[src/rtl/div_result_fifo.sv]
// div_result_fifo
//   Result buffer between the restoring divider and its consumer. Each
//   quotient/remainder pair offered on the divider's dest_valid/dest_ready
//   handshake is written into a DEPTH-entry FIFO. The consumer drains the FIFO
//   through its own valid/ready pair, so consumer back-pressure never holds the
//   divider in its result-hold state while free entries remain.
//
//   Optional feature macro: DIV_SIGN_FIX_EN
//     When defined, a push stores the modulo-2^WIDTH negation of the quotient
//     (in_neg_q=1) and/or of the remainder (in_neg_r=1). When undefined, the
//     in_neg_* inputs are ignored and values are stored unmodified.
//
//   Ports
//     clk           system clock, all state on the rising edge
//     rst           asynchronous active-low reset
//     in_valid      divider result valid (divider dest_valid)
//     in_ready      FIFO can accept (divider dest_ready), = !full
//     in_quotient   unsigned quotient from divider
//     in_remainder  unsigned remainder from divider
//     in_neg_q      negate quotient on store (sign-fix build only)
//     in_neg_r      negate remainder on store (sign-fix build only)
//     out_valid     head entry available, = !empty
//     out_ready     consumer accepts head entry
//     out_quotient  head quotient
//     out_remainder head remainder
//     count         occupancy 0..DEPTH
//     full          count == DEPTH
//     empty         count == 0
//     done_cnt      results popped, saturating at 16'hFFFF
module div_result_fifo #(
  parameter int WIDTH = 16,
  parameter int DEPTH = 4
) (
  input  logic                     clk,
  input  logic                     rst,
  input  logic                     in_valid,
  output logic                     in_ready,
  input  logic [WIDTH-1:0]         in_quotient,
  input  logic [WIDTH-1:0]         in_remainder,
  input  logic                     in_neg_q,
  input  logic                     in_neg_r,
  output logic                     out_valid,
  input  logic                     out_ready,
  output logic [WIDTH-1:0]         out_quotient,
  output logic [WIDTH-1:0]         out_remainder,
  output logic [$clog2(DEPTH):0]   count,
  output logic                     full,
  output logic                     empty,
  output logic [15:0]              done_cnt
);

  localparam int PW = $clog2(DEPTH);
  localparam int CW = PW + 1;

  function automatic logic [15:0] sat_inc16(input logic [15:0] v);
    return (v == 16'hFFFF) ? v : v + 16'd1;
  endfunction

  function automatic logic [WIDTH-1:0] neg_mod(input logic [WIDTH-1:0] v);
    return (~v) + WIDTH'(1);
  endfunction

  logic [WIDTH-1:0] mem_quo_q [DEPTH];
  logic [WIDTH-1:0] mem_quo_d [DEPTH];
  logic [WIDTH-1:0] mem_rem_q [DEPTH];
  logic [WIDTH-1:0] mem_rem_d [DEPTH];
  logic [PW-1:0]    wr_ptr_q, wr_ptr_d;
  logic [PW-1:0]    rd_ptr_q, rd_ptr_d;
  logic [CW-1:0]    count_q, count_d;
  logic [15:0]      done_cnt_q, done_cnt_d;

  logic             push;
  logic             pop;
  logic [WIDTH-1:0] wr_quo;
  logic [WIDTH-1:0] wr_rem;

  // Handshake flags depend on registered occupancy only; a full FIFO refuses
  // a push even when the consumer pops in the same cycle.
  assign full      = (count_q == CW'(DEPTH));
  assign empty     = (count_q == '0);
  assign in_ready  = !full;
  assign out_valid = !empty;
  assign push      = in_valid && in_ready;
  assign pop       = out_valid && out_ready;

`ifdef DIV_SIGN_FIX_EN
  assign wr_quo = in_neg_q ? neg_mod(in_quotient)  : in_quotient;
  assign wr_rem = in_neg_r ? neg_mod(in_remainder) : in_remainder;
`else
  logic unused_neg;
  assign unused_neg = in_neg_q ^ in_neg_r;
  assign wr_quo     = in_quotient;
  assign wr_rem     = in_remainder;
`endif

  always_comb begin
    mem_quo_d  = mem_quo_q;
    mem_rem_d  = mem_rem_q;
    wr_ptr_d   = wr_ptr_q;
    rd_ptr_d   = rd_ptr_q;
    count_d    = count_q;
    done_cnt_d = done_cnt_q;
    if (push) begin
      mem_quo_d[wr_ptr_q] = wr_quo;
      mem_rem_d[wr_ptr_q] = wr_rem;
      // DEPTH is a power of two, so natural pointer overflow is the wrap.
      wr_ptr_d            = wr_ptr_q + PW'(1);
    end
    if (pop) begin
      rd_ptr_d   = rd_ptr_q + PW'(1);
      done_cnt_d = sat_inc16(done_cnt_q);
    end
    case ({push, pop})
      2'b10:   count_d = count_q + CW'(1);
      2'b01:   count_d = count_q - CW'(1);
      default: count_d = count_q;
    endcase
  end

  always_ff @(posedge clk or negedge rst) begin
    if (!rst) begin
      for (int i = 0; i < DEPTH; i++) begin
        mem_quo_q[i] <= '0;
        mem_rem_q[i] <= '0;
      end
      wr_ptr_q   <= '0;
      rd_ptr_q   <= '0;
      count_q    <= '0;
      done_cnt_q <= '0;
    end else begin
      mem_quo_q  <= mem_quo_d;
      mem_rem_q  <= mem_rem_d;
      wr_ptr_q   <= wr_ptr_d;
      rd_ptr_q   <= rd_ptr_d;
      count_q    <= count_d;
      done_cnt_q <= done_cnt_d;
    end
  end

  assign out_quotient  = mem_quo_q[rd_ptr_q];
  assign out_remainder = mem_rem_q[rd_ptr_q];
  assign count         = count_q;
  assign done_cnt      = done_cnt_q;

endmodule

[config.mk]
export PLATFORM = sky130hd
export DESIGN_NAME = div_result_fifo
export DESIGN_NICKNAME = d
export VERILOG_FILES = /design/src/rtl/div_result_fifo.sv
export SDC_FILE = /design/constraint.sdc
export NUM_CORES = 1
export LEC_CHECK = 0
export CAP_MARGIN = 0
export CELL_PAD_IN_SITES_DETAIL_PLACEMENT = 0
export CELL_PAD_IN_SITES_GLOBAL_PLACEMENT = 1
export CORE_MARGIN = 4
export CORE_UTILIZATION = 51
export CTS_CLUSTER_DIAMETER = 40
export CTS_CLUSTER_SIZE = 16
export DETAILED_ROUTE_END_ITERATION = 10
export HOLD_SLACK_MARGIN = 0.03
export PLACE_DENSITY_LB_ADDON = 0.1
export SLEW_MARGIN = 20
export SYNTH_ARGS = -nofsm -noshare
export SYNTH_HDL_FRONTEND = slang
export SYNTH_SLANG_ARGS = --single-unit
[constraint.sdc]
create_clock -name clk -period 6.1 [get_ports clk]
set_clock_uncertainty 0.1 [all_clocks]
set_input_delay 1.22 -clock clk [delete_from_list [all_inputs] [get_ports clk]]
set_output_delay 1.22 -clock clk [all_outputs]
set_load 0.02 [all_outputs]
# [After elaboration in Yosys (flattened, before gate mapping)]
# Index checks and enable logic that the tools add are counted.
[classes] n_eq_ne=4 bitwise_logic=3 n_mux=11 n_addsub=5 order_cmp=3 reduce_logical=8
[op_table] cell="$bwmux 64" n=2
[op_table] cell="$mux 16" n=5
[op_table] cell="$bmux 16 s2" n=2
[op_table] cell="$demux 16 s2" n=1
[op_table] cell="$add 16x1->16 const B" n=1
[op_table] cell="$eq 16x16->1 const B" n=1
[op_table] cell="$ge 3x3->1 const B" n=2
[op_table] cell="$not 2->3" n=2
[op_table] cell="$pmux 3 s2" n=1
[op_table] cell="$add 2x1->2 const B" n=2
[op_table] cell="$add 3x1->3 const B" n=1
[op_table] cell="$eq 3x3->1 const B" n=1
[op_table] cell="$logic_and 1x1->1" n=3
[op_table] cell="$logic_not 3->1" n=1
[op_table] cell="$lt 3x1->1 const B" n=1
[op_table] cell="$sub 3x1->3 const B" n=1
[op_table] cell="$eq 2x1->1 const B" n=1
[op_table] cell="$eq 2x2->1 const B" n=1
[op_table] cell="$logic_not 1->1" n=2
[op_table] cell="$reduce_and 2->1" n=1
[op_table] cell="$reduce_bool 2->1" n=1
[op_table] cell="$not 1->1" n=1
[totals] word_cells=46 regBits=151 in_bits=38 output_inout_bits=55

# [Depth between registers and ports, before layout]
# Gate-level depths: netlist of run 1.
[logic_depth] ltp_word=6 mapped_depth=12 ltp_nobuf=11

# [Worst setup path after synthesis of run 1]
# No wires, ideal clock.
[synth_path] kind="reg-to-output" from="register count_q[0] (netlist: count[0])" to="output port out_valid" setup_slack_ns=3.348 stages_incl_launch_ff=3 path_buffers=0 arrival_time_ns=1.432 required_time_ns=4.780 path_cell_list="dfrtp_1 > nor3_1 > inv_1"
[synth_via] elab_chain_cells=2
[synth_rtl] element="from (decl)" line="69" source="logic [CW-1:0] count_q, count_d;"
[synth_rtl] element="from (signal assigned)" line="135" source="count_q <= count_d;"
[synth_rtl] element="$logic_not 3->1" line="80" source="assign empty = (count_q == '0);"
[synth_rtl] element="via empty" line="48" source="output logic empty,"
[synth_rtl] element="$logic_not 1->1" line="82" source="assign out_valid = !empty;"
[synth_rtl] element="to (decl)" line="42" source="output logic out_valid,"
# The timed path passes the listed nets, and every way through them passes these cells.

# [Final worst setup path of run 1]
[layout_path] from="register rd_ptr_q[0]" to="output port out_remainder[15]"
[layout_via] elab_chain_cells=4
[layout_rtl] element="from (decl)" line="68" source="logic [PW-1:0] rd_ptr_q, rd_ptr_d;"
[layout_rtl] element="from (signal assigned)" line="134" source="rd_ptr_q <= rd_ptr_d;"
[layout_rtl] element="$not 2->3 (not written as such)" line="141" source="assign out_remainder = mem_rem_q[rd_ptr_q];"
[layout_rtl] element="$bmux 16 s2" line="141"
[layout_rtl] element="$mux 16 (not written as such) (2 in series)" line="141"
[layout_rtl] element="to (decl)" line="45" source="output logic [WIDTH-1:0] out_remainder,"
# No other way between the ends. The select of a mux whose other input is x is not followed.

==> flow_metrics.env, run 1 <==
export IMPL_crit_path_end_kind="output pin"
export IMPL_crit_buf_inv=2
export IMPL_required_ns=4.78
export IMPL_finalSetupViolCount=0
export IMPL_crit_chain="buf_4 -> mux4_2 -> clkdlybuf4s50_1"
export IMPL_r2r_start="done_cnt[0]"
export IMPL_leakage_nw=4.08
export IMPL_finalPower_w=0.00536
export IMPL_post_cts_repair_setup_buffers=0
export IMPL_routed_wl_mm=13.9
export IMPL_fin_hold_ws_ns=0.403
export IMPL_path_clk_slew_ns=0.06
export IMPL_worstHoldStart="mem_quo_q[20]"
export IMPL_synth_top_area_share_pct=51.2
export IMPL_final_hold_viol_count=0
export IMPL_p_per_area_nw_per_um2=610
export IMPL_track_usage_pct=17.9
export IMPL_final_setup_tns_ns=0
export IMPL_crit_type="reg2out"
export IMPL_fp_dieH_um=128
export IMPL_slew_violations=0
export IMPL_synth_warnings=0
export IMPL_synth_edf_count=0
export IMPL_slew_headroom_pct=35.9
export IMPL_fin_crit_ns=4.14
export IMPL_dr_first_iter_drc_count=163
export IMPL_ant_nets=0
export IMPL_min_to="mem_quo_q[20]"
export IMPL_yosys_area_top_type="dfrtp_1"
export IMPL_tightest_slew_ns=0.962
export IMPL_final_cell_mix="dfrtp_1 (149), mux2_4 (120), clkdlybuf4s50_1 (89), mux4_2 (32), clkbuf_16 (17)"
export IMPL_critPathMaxFanout=18
export IMPL_synth_avg_cell_area_sq_um=17.7
export IMPL_synth_nets=463
export IMPL_fp_row_count=43
export IMPL_max_vdd_ir_drop_uv=309
export IMPL_status="complete, no violations"
export IMPL_final_common_cell="dfrtp_1"
export IMPL_grt_max_degree=96
export IMPL_vias_per_cell=5.41
export IMPL_grt_pass1_vias=4186
export IMPL_port_buffers=90
export IMPL_fin_ws_ns=1.96
export IMPL_grt_pass1_wl_mm=22.8
export IMPL_rsz0062_at_grt="no"
export IMPL_gp_congestion=0.770
export IMPL_vias=3773
export IMPL_drive_above_1_share_pct=40.0
export IMPL_htreeDepth=4
export IMPL_holdBufCountCts=0
export IMPL_drt_first_pass_iters=4
export IMPL_io_pins=93
export IMPL_clockBufferDepth=2
export IMPL_cts_tree="built"
export IMPL_cp_arrival_ns=2.82
export IMPL_start_util_pct=52.6
export IMPL_rr_worst_depth=5
export IMPL_finalCritPeriodShare_pct=67.8
export IMPL_async_reset_ff_share_pct=100
export IMPL_die_w_um=128
export IMPL_timing_rr_end="done_cnt[1]"
export IMPL_clock_latency_ns=0.41
export IMPL_area_delta_synth_final_pct=19.0
export IMPL_ys_ff_latch=151
export IMPL_final_nets=552
export IMPL_yosys_top_cells_area="dfrtp_1 (51%), mux2_4 (24%), mux4_2 (9.8%)"
export IMPL_cp_top_family="buffers and inverters"
export IMPL_yosysUniqueCellTypes=37
export IMPL_cts_sinks=151
export IMPL_hold_depth=1
export IMPL_layout_cells_non_filler=698
export IMPL_critical_path_max_stage_delay_ns=0.78
export IMPL_worst_path_stages=3
export IMPL_core_area_sq_um=14000
export IMPL_dp_hpwl_mm=8.21
export IMPL_pre_cts_slack_ns=2.32
export IMPL_drt_drc_violations_left=0
export IMPL_reg2reg_slack_ns=3.71
export IMPL_slowest_stage="dfrtp_2"
export IMPL_cts_root_buf="clkbuf_16"
export IMPL_cts_inserted_buffers=17
export IMPL_yosys_most_used_dff="dfrtp_1"
export IMPL_synth_area_sq_um=7380
export IMPL_insertedDiodeCount=0
export IMPL_synth_cells=418
export IMPL_max_freq_mhz=242
export IMPL_start_kind="flop"
export IMPL_fp_dieArea_sq_um=16500
export IMPL_ctsResizeCount=0
export IMPL_avgRoutedWirePerCell_um=19.9
export IMPL_ys_seq_area_share_pct=51.2
export IMPL_dpl_cell_count=668
export IMPL_drv_cap=0
export IMPL_hold_path_class="reg2reg"
export IMPL_overflow=0
export IMPL_antenna_found_initial=0
-- Yosys cell counts (2+ instances only) --
cell	n
buf_12	13
buf_2	5
clkbuf_1	4
dfrtp_1	151
ha_1	6
inv_1	6
inv_2	3
mux2_2	9
mux2_4	120
mux4_2	32
nand2_1	4
nand2_8	4
nand3_1	6
nand4_1	3
nand4b_1	3
nor2_1	2
nor3_1	5
nor3b_1	2
nor4_1	2
nor4_2	2
o21ai_0	2
xnor2_1	10
xor2_1	10
-- worst reg2reg max path: stages (launching register included) --
cell and delay [ns]:
dfrtp_1 0.45, ha_1 0.25, nand4_2 0.15, nor4_2 0.85, nor2_1 0.16, mux2_2 0.32
-- final cells by class --
cell class	count	area, sq um
Timing Repair Buffer	93	925
Clock buffer	28	547
Clock inverter	2	10.0
Fill cell	1026	5260
Multi-Input combinational cell	235	3260
Inverter	9	33.8
Tap cell	180	225
Sequential cell	151	3780
-- cells by family (layout without fill, tap and decap cells) --
family	Yosys count	after routing	synth area share [%]
adder cells (fa/ha/maj)	7	7	1.29
AND/OR/NAND/NOR	41	41	4.41
XOR/XNOR	20	20	2.37
buffers and inverters	32	132	4.63
flip-flops	151	151	51.2
AO/OA/AOI/OAI	5	5	0.458
multiplexers	162	162	35.7
-- per-layer routing --
layer | wire [um] | share of wire [%] | global-route usage [%]
met1 | 6660 | 48 | 25.5
met2 | 6620 | 48 | 27.1
met3 | 483 | 3.5 | 4.92
met4 | 138 | 0.99 | 5.24
met5 | 0 | 0 | 0
-- per-stage QoR --
| stage | instance area [sq um] | util [%] |
|---|---|---|
| floorplan | 7380 | - |
| global placement | 8230 | 58.6 |
| CTS | 8780 | 62.6 |
| detailed placement | 8230 | 58.6 |
| global route | 8780 | 62.6 |
| finish | 8780 | 62.6 |
-- registers in the layout, indices dropped and copies added, names as in the netlist --
| name | cells |
|---|---|
| wr_ptr_q | 2 |
| done_cnt | 16 |
| count | 3 |
| mem_rem_q | 64 |
| rd_ptr_q | 2 |
| mem_quo_q | 64 |
-- how the worst max path moves through the flow --
stage / start / to
after detailed placement: rd_ptr_q[0] / out_remainder[15]
after CTS: rd_ptr_q[0] / out_remainder[15]
final: rd_ptr_q[0] / out_remainder[15]
after global routing: rd_ptr_q[0] / out_remainder[15]
after global placement: rd_ptr_q[0] / out_remainder[3]
after floorplan: count[0] / out_valid
-- power breakdown --
group          internal, W  total (W)  switching, W  leakage [nW]
clock network     0.000602   0.000975      0.000373         0.278
logic              0.00156    0.00252      0.000959          1.99
registers          0.00149    0.00187      0.000377          1.81
total              0.00365    0.00536       0.00171          4.08
Power figures use the tool's default switching activity.
==> run 2: changes to the inputs <==
--- a/config.mk
+++ b/config.mk
@@ -9,7 +9,7 @@
 export CELL_PAD_IN_SITES_DETAIL_PLACEMENT = 0
 export CELL_PAD_IN_SITES_GLOBAL_PLACEMENT = 1
 export CORE_MARGIN = 4
-export CORE_UTILIZATION = 51
+export CORE_UTILIZATION = 47
 export CTS_CLUSTER_DIAMETER = 40
 export CTS_CLUSTER_SIZE = 16
 export DETAILED_ROUTE_END_ITERATION = 10
==> constraint.sdc (replaced) <==
create_clock -name clk -period 4.14 [get_ports clk]
set_clock_uncertainty 0.1 [all_clocks]
set_input_delay 0.828 -clock clk [delete_from_list [all_inputs] [get_ports clk]]
set_output_delay 0.828 -clock clk [all_outputs]
set_load 0.02 [all_outputs]
==> flow_metrics.env, run 2 (synthesis gave the netlist of run 1 again) <==
export IMPL_dp_hpwl_mm=8.46
export IMPL_cts_inserted_buffers=17
export IMPL_final_setup_tns_ns=0
export IMPL_crit_path_end_kind="output pin"
export IMPL_area_delta_synth_final_pct=21.2
export IMPL_core_area_sq_um=15300
export IMPL_ctsResizeCount=0
export IMPL_grt_pass1_wl_mm=24.1
export IMPL_drt_drc_violations_left=0
export IMPL_clock_latency_ns=0.42
export IMPL_htreeDepth=4
export IMPL_fp_dieH_um=133
export IMPL_timing_rr_end="done_cnt[1]"
export IMPL_cp_top_family="buffers and inverters"
export IMPL_rr_worst_depth=5
export IMPL_port_buffers=90
export IMPL_start_kind="flop"
export IMPL_vias=3820
export IMPL_max_freq_mhz=279
export IMPL_crit_type="reg2out"
export IMPL_io_pins=93
export IMPL_dr_first_iter_drc_count=129
export IMPL_overflow=0
export IMPL_avgRoutedWirePerCell_um=19.7
export IMPL_rsz0062_at_grt="no"
export IMPL_leakage_nw=4.13
export IMPL_grt_max_degree=96
export IMPL_seq_area_sq_um=3780
export IMPL_final_nets=555
export IMPL_antenna_found_initial=1
export IMPL_slew_headroom_pct=38.2
export IMPL_multiInputGateArea_sq_um=3260
export IMPL_vias_per_cell=5.22
export IMPL_drv_cap=0
export IMPL_max_vdd_ir_drop_uv=482
export IMPL_hold_path_class="in2async"
export IMPL_critPathMaxFanout=16
export IMPL_cp_arrival_ns=2.66
export IMPL_finalCritPeriodShare_pct=86.6
export IMPL_finalSetupViolCount=0
export IMPL_grt_pass1_vias=4406
export IMPL_tightest_slew_ns=0.919
export IMPL_fp_dieArea_sq_um=17800
export IMPL_slew_violations=0
export IMPL_routed_wl_mm=14.4
export IMPL_drive_above_1_share_pct=40.6
export IMPL_critical_path_max_stage_delay_ns=0.71
export IMPL_r2r_start="done_cnt[0]"
export IMPL_final_cell_mix="dfrtp_1 (149), mux2_4 (120), clkdlybuf4s50_1 (89), mux4_2 (32), clkbuf_16 (17)"
export IMPL_drt_first_pass_iters=4
export IMPL_crit_buf_inv=2
export IMPL_finalPower_w=0.00819
export IMPL_fin_crit_ns=3.59
export IMPL_path_clk_slew_ns=0.06
export IMPL_reg2reg_slack_ns=1.76
export IMPL_clockBufferDepth=2
export IMPL_gp_congestion=0.736
export IMPL_post_cts_repair_setup_buffers=0
export IMPL_ant_nets=0
export IMPL_crit_chain="buf_4 -> mux4_2 -> clkdlybuf4s50_1"
export IMPL_die_w_um=133
export IMPL_n_fill_cell=1190
export IMPL_required_ns=3.21
export IMPL_holdBufCountCts=0
export IMPL_final_common_cell="dfrtp_1"
export IMPL_start_util_pct=48.2
export IMPL_p_per_area_nw_per_um2=915
export IMPL_cts_tree="built"
export IMPL_cts_root_buf="clkbuf_16"
export IMPL_cts_sinks=151
export IMPL_final_hold_viol_count=0
export IMPL_track_usage_pct=17.4
export IMPL_status="complete, no violations"
export IMPL_fp_row_count=45
export IMPL_slowest_stage="dfrtp_2"
## run 2: cell types whose count changed in the layout (fill, tap and decap cells not counted)
cell	before	now
clkinvlp_4	0	1
diode_2	0	1
buf_12	0	1
buf_4	3	5
clkinv_2	2	3
bufinv_16	0	6
clkbuf_1	3	1
clkbuf_8	8	1
## run 2: metrics by stage
step	cells	setup WS [ns]	area (sq um)	utilization [%]	hold slack, ns
after global routing	732	0.393	8950	58.4	0.414
after floorplan	418	1.78	7380	-	0.374
after CTS	731	0.469	8950	58.4	0.405
after global placement	702	0.944	8300	54.2	0.382
after detailed placement	702	0.939	8300	54.2	0.386
final	732	0.553	8950	58.4	0.399
## run 2: per-layer routing
metal	part of all wire, %	global-route usage, %
met1	47	23.7
met2	48	27.3
met3	3.2	3.51
met4	1.5	7.31
met5	0	0
## run 2: final cells by class
class,instances,area share [%]
flip-flops and latches,151,42.2
multi-input cells,235,36.5
repair buffers,96,10.7
clock buffers,19,4.95
well taps,211,2.95
clock inverters,10,2.26
inverters,9,0.377
diodes,1,0.0280
## run 2: worst max-delay path by stage
stage                     start              end  slack (ns)  cells after the start
finish              rd_ptr_q[0]  out_quotient[9]        0.55                      3
global route        rd_ptr_q[0]  out_quotient[9]        0.39                      3
CTS                 rd_ptr_q[0]  out_quotient[9]        0.47                      3
detailed placement  rd_ptr_q[0]  out_quotient[9]        0.94                      3
global placement    rd_ptr_q[0]  out_quotient[9]        0.94                      3
floorplan              count[0]        out_valid        1.78                      2
## run 2: power breakdown
group,internal (W),total [W],switching [W],leakage (nW)
clock network,0.00113,0.00171,0.000576,0.315
registers,0.00219,0.00270,0.000508,1.81
logic,0.00232,0.00378,0.00146,2.00
